<file path="config.mk">
export PLATFORM = sky130hd
export DESIGN_NAME = fetch_sequencer
export DESIGN_NICKNAME = d
export VERILOG_FILES = /design/src/rtl/fetch_sequencer.sv
export SDC_FILE = /design/constraint.sdc
export NUM_CORES = 1
export LEC_CHECK = 0
export CAP_MARGIN = 40
export CORE_MARGIN = 2
export CORE_UTILIZATION = 35
export DETAILED_ROUTE_END_ITERATION = 7
export PLACE_DENSITY = 0.67
export SLEW_MARGIN = 20
export SYNTH_ARGS = -nofsm -noshare
export SYNTH_HDL_FRONTEND = slang
export SYNTH_SLANG_ARGS = --single-unit
</file>
<file path="constraint.sdc">
create_clock -name clock -period 2.7 [get_ports clock]
set_input_delay 0.405 -clock clock [delete_from_list [all_inputs] [get_ports clock]]
set_output_delay 0.405 -clock clock [all_outputs]
set_load 0.05 [all_outputs]
</file>
<file path="src/rtl/fetch_sequencer.sv">
// Instruction-fetch sequencer: owns the PC, drives the instruction memory address and
// presents captured words to decode over valid/ready. Optional halt detection: FETCH_HALT_DETECT_EN.
module fetch_sequencer #(
  parameter int                  ADDR_W      = 8,
  parameter int                  INSTR_W     = 8,
  parameter logic [ADDR_W-1:0]   RESET_PC    = ADDR_W'(10),
  parameter logic [INSTR_W-1:0]  HALT_OPCODE = INSTR_W'(8'b11100000)
) (
  input  logic               clock,
  input  logic               reset_n,
  input  logic               run,
  output logic [ADDR_W-1:0]  endereco,
  input  logic [INSTR_W-1:0] instrucao,
  input  logic               redirect_valid,
  input  logic [ADDR_W-1:0]  redirect_addr,
  output logic [INSTR_W-1:0] instr_out,
  output logic [ADDR_W-1:0]  instr_pc,
  output logic               instr_valid,
  input  logic               instr_ready,
  output logic               busy,
  output logic               halted
);

  typedef enum logic [1:0] {
    IDLE  = 2'd0,
    FETCH = 2'd1,
    HALT  = 2'd2
  } state_t;

  state_t            state;
  logic [ADDR_W-1:0] pc;
  logic              load;
  logic              take;

  // The output register may be refilled when it is empty or being drained this edge.
  assign load = !instr_valid || instr_ready;
  assign take = instr_valid && instr_ready;

  assign endereco = pc;
  assign busy     = (state == FETCH);

`ifdef FETCH_HALT_DETECT_EN
  logic halt_hit;
  assign halt_hit = (instrucao == HALT_OPCODE);
  assign halted   = (state == HALT);
`else
  assign halted   = 1'b0;
`endif

  // NOTE: non-blocking assignments throughout, so a later assignment in this block
  // (redirect flush, capture) cleanly overrides the default drain of instr_valid.
  always_ff @(posedge clock or negedge reset_n) begin
    if (!reset_n) begin
      state       <= IDLE;
      pc          <= RESET_PC;
      instr_out   <= '0;
      instr_pc    <= '0;
      instr_valid <= 1'b0;
    end else begin
      if (take) instr_valid <= 1'b0;

      case (state)
        IDLE: begin
          if (redirect_valid) pc <= redirect_addr;
          else if (run)       state <= FETCH;
        end

        FETCH: begin
          if (!redirect_valid) begin
            if (!run) begin
              state <= IDLE;
            end else if (load) begin
              instr_out   <= instrucao;
              instr_pc    <= pc;
              instr_valid <= 1'b1;
`ifdef FETCH_HALT_DETECT_EN
              // A halt word is delivered normally but freezes the PC on its own address.
              if (halt_hit) state <= HALT;
              else          pc    <= pc + ADDR_W'(1);
`else
              pc <= pc + ADDR_W'(1);
`endif
            end
          end
        end

`ifdef FETCH_HALT_DETECT_EN
        HALT: begin
          if (redirect_valid) state <= run ? FETCH : IDLE;
        end
`endif

        default: state <= IDLE;
      endcase

      // Redirect wins over everything: the word read this cycle and any held word are dropped.
      if (redirect_valid) begin
        pc          <= redirect_addr;
        instr_valid <= 1'b0;
      end
    end
  end

endmodule

</file>
After elaboration in Yosys (flattened, before gate mapping)

Index checks and enable logic that the tools add are counted.

Register bits: 27
Output and inout port bits: 27
Word-level logic and storage cells: 36
Bits of input ports: 21

Eq/ne operators: 5
Multiplexer cells: 14
Bitwise gates (word level): 1
Reduce and logical (&&, ||, !) cells: 10
$add $sub $neg: 1

Operators by type and width:

| kind                                                            | count |
|---|---|
| 8-bit two-way mux                                               | 4 |
| 8-bit by 1-bit adder with 8-bit output, second input constant   | 1 |
| 2-bit two-way mux                                               | 4 |
| 2-bit inequality test, second input constant                    | 4 |
| 4-bit AND reduction                                             | 2 |
| 2-bit nonzero test                                              | 3 |
| 1-bit two-way mux                                               | 5 |
| 2-bit one-hot mux with 2 select lines                           | 1 |
| 3-bit AND reduction                                             | 1 |
| 2-bit by 1-bit == test with 1-bit output, second input constant | 1 |
| 2-bit zero test                                                 | 1 |
| 1-bit logical AND                                               | 1 |
| 1-bit zero test                                                 | 1 |
| 1-bit logical OR                                                | 1 |
| 1-bit NOT                                                       | 1 |

Depth between registers and ports, before layout

Word-level depth: 6
Mapped depth: 5
Mapped depth without buffers: 5

Worst setup path after synthesis

No wires, ideal clock.

Path kind: reg-to-reg
From: register state[0]
To: register instr_out[0]
Data required time: 2,575 ps
Setup slack: 859 ps
Path buffers: 1
Arrival: 1,716 ps
Stages on the path, launching flop included: 5
Library setup time: 125 ps
Clock period less this slack: 1,841 ps
Cell sequence: dfrtp_1 > nand2_1 > nor3_4 > buf_12 > mux2_4

Word-level cells in the longest chain between the ends: 2

Ends and longest elaborated chain:

| what                                     | line | source |
|---|---|---|
| start, declared                          | 30   | `state_t state;` |
| start signal, assigned                   | 54   | `state <= IDLE;` |
| start signal, assigned                   | 65   | `else if (run) state <= FETCH;` |
| start signal, assigned                   | 71   | `state <= IDLE;` |
| 2-bit by 1-bit == test with 1-bit output | 62   | `case (state)` |
| 4-bit AND reduction (no line)            | --   |  |
| end signal, assigned                     | 73   | `instr_out <= instrucao;` |
| end, declared                            | 16   | `output logic [INSTR_W-1:0] instr_out,` |

Every way passes these cells.
A chain may end at the register's enable or synchronous reset.

Worst setup path after layout

From: register pc[3], in the netlist endereco[3]
To: output port endereco[3]

RTL lines:

| what                   | line | source |
|---|---|---|
| start, declared        | 31   | `logic [ADDR_W-1:0] pc;` |
| start signal, assigned | 64   | `if (redirect_valid) pc <= redirect_addr;` |
| start signal, assigned | 81   | `pc <= pc + ADDR_W'(1);` |
| start signal, assigned | 98   | `pc <= redirect_addr;` |
| end, declared          | 12   | `output logic [ADDR_W-1:0] endereco,` |

No word-level cell between the ends.

==> results.md <==
* Status: completed
* Max incr delay on CP at 0.82 ns
* Number of flops mapped to enable cells by yosys at 0
* Synth area leader: dfrtp_1
* CP cell instances: clkdlybuf4s50_1
* Cells after synthesis at 91
* Critical path's slowest cell: clkdlybuf4s50_1
* Vias per cell at around 4.6
* Worst-path clk slew at approximately 0.13 ns
* CTS max path bufs at 2
* Final TNS setup at 0 ns
* Post-synth top cells: dfrtp_1 (24), mux2_4 (10), mux2_2 (9), nand2_1 (9), xnor2_1 (4)
* Power Dens Cells at 783 nW/um^2
* Die H at around 63 um
* Crit start category: register
* # Post-CTS Setup Buffers at 0
* Tcrit/Tclk final at 0.804
* Hold Vio Cnt, Final at 0
* DRC Markers at 0
* Peak VDD IR at ~360 uV
* Slew Limit Fails at 0
* Final Util at 0.521
* Initial antenna violation count at 0
* Sequential cell area fraction in the yosys report at 0.539
* Most numerous cell in the Yosys netlist: dfrtp_1
* IO Count at 48
* Worst Hold Class: in2async
* Die width at approximately 63 um
* Routed met3 length at approximately 140 um
* Synth Cell Area at roughly 1200 um^2
* Met2 WL at ~1100 um
* DRT met1 WL at approximately 1000 um
* Synth warn at 0
* DRT Pass-1 Iters at 4
* # nets final at approximately 160
* Gp weighted congestion at 0.842
* Starting Density at 0.363
* Layout cells sized above 1 at 0.214
* ANT cells at 0
* Yosys reg bits at 26
* Top_reg_cell synth: dfrtp_1
* Routed Antenna Nets at 0
* Async S/R FF share, synth at 1.00
* Cts repair resizes at 0
* Clk Latency, worst-skew pair at ~0.32 ns
* Worst EP required at between 2 and 2.5 ns
* Remaining global-route overflow at 0
* Kind of cell adding the most delay to the critical path: buffers and inverters
* Fin cells at between 150 and 200
* GRT Overall Usage at 0.124
* Worst setup EP type: output port
* Distinct cells, synth at 28
* Largest fanout on the critical path at 7
* Post-Syn Area per Cell at 13.3 um^2
* Critical path data arrival time at approximately 1.8 ns
* Mapped Nets at 113
* Placed Cells at around 180
* Leakage at slightly above 0.0007 uW
* First DRT Iteration DRCs at 19
* Syn-to-layout area delta at 43.4%
* H-tree levels at 1
* WL final at 2310 um
* Detailed-route via count at between 800 and 900
* Row Count at 21
* First-pass GRT wire length at around 4000 um
* Setup violators final at 0
* PortBufs at 46
* Max transition margin at 0.662
* Dpl ws at 0.683 ns
* RSZ-0062 raised after global routing: no
* Clock Skew at roughly 0.0036 ns
* Clock sink total at 26
* Core Box Area at 3340 um^2
* Post-DP HPWL at roughly 1800 um
* Post-synth top area share at 0.495
* Die ar. at 3950 um^2
* FMAX at 461 MHz
* Uppermost layer routed: met3
* Crit path buf inv count at 1
* Clk root buf: clkbuf_4
* Area contributors post-synth: dfrtp_1 (50%), mux2_4 (12%), mux2_2 (8.4%), dfstp_2 (4.3%), xnor2_1 (2.9%)
* Vias in the first global route at 853
* CP Class: reg2out
* Final Critical Period at around 2.2 ns
* Hold-fix buffers, CTS at 0
* Max-capacitance violation count at 0
* Num CTS Buffers at 3
* Final WS setup at around 0.53 ns
* Routed len/inst at 12.4 um
* CTS tree: yes
* Largest net degree at the start of global routing at 27
* Slew @ Worst Pin at 0.506 ns
==> path summary, 6_finish.rpt <==
check                             start            to  slack [ns]  cells past startpoint
setup / recovery            endereco[3]   endereco[3]        0.53                      1
hold / removal                  reset_n   instr_valid        0.44                      2
setup reg to reg            endereco[1]   endereco[6]        1.04                      5
hold reg to reg            instr_out[4]  instr_out[4]        0.52                      1
max in group asynchronous       reset_n   endereco[3]        1.97                      2
min in group clock         instr_out[4]  instr_out[4]        0.52                      1
==> cells by family (layout without fill, tap and decap cells) <==
kind of cell               Yosys count  in the layout  synth area share
DFF                                 26             26             0.539
AOI/OAI and AO/OA                    7              7            0.0310
adders and majority gates            1              1            0.0103
muxes                               21             21             0.224
other                                1              1           0.00309
and+or+nand+nor                     24             24             0.110
buffers and inverters                5             54            0.0392
xor gates and xnor gates             6              6            0.0433
==> where the power goes <==
group	switching (uW)	total, uW	leakage (uW)	internal, uW
clock	109	167	0.0000150	57.8
sequential	57.7	533	0.000308	475
combinational	395	661	0.000384	266
total	562	1360	0.000707	799
==> per-stage QoR <==
| step | hold WS (ns) | total power [uW] | area, um^2 |
|---|---|---|---|
| 2_1_floorplan | 0.109 | 977 | 1210 |
| 3_3_place_gp | 0.492 | 1200 | 1710 |
| 3_5_place_dp | 0.494 | 1210 | 1710 |
| 4_1_cts | 0.442 | 1380 | 1740 |
| 5_1_grt | 0.463 | 1430 | 1740 |
| 6_report | 0.438 | 1360 | 1740 |
==> flip-flops by register name, summed over array words and instances, names as in the netlist <==
| register | flops |
|---|---|
| endereco | 8 |
| instr_out | 8 |
| instr_pc | 8 |
| instr_valid | 1 |
| state | 1 |
==> metal layers <==
| layer | vias up | track usage |
|---|---|---|
| met4 | 0 | 0.0167 |
| met5 | - | 0 |
| met3 | 0 | 0.0432 |
| met1 | 414 | 0.165 |
| met2 | 31 | 0.202 |
| li1 | 411 | - |
==> area by class of cell <==
type | count | area [um^2]
sequential | 26 | 653
tap | 46 | 57.6
multi-input combinational | 60 | 512
timing repair buffer | 50 | 490
fill | 317 | 1600
clock buffer | 4 | 26.3
==> cell usage in the layout (no fill, tap or decap), types with 3 or more instances in the layout <==
cell | synthesis | layout
buf_4 | 1 | 4
clkbuf_4 | 0 | 3
clkdlybuf4s50_1 | 0 | 46
dfrtp_1 | 24 | 24
mux2_2 | 9 | 9
mux2_4 | 10 | 10
nand2_1 | 9 | 9
nand3_1 | 3 | 3
nor3_1 | 3 | 3
o21ai_0 | 3 | 3
xnor2_1 | 4 | 4
(Power assumes the default switching activity.)
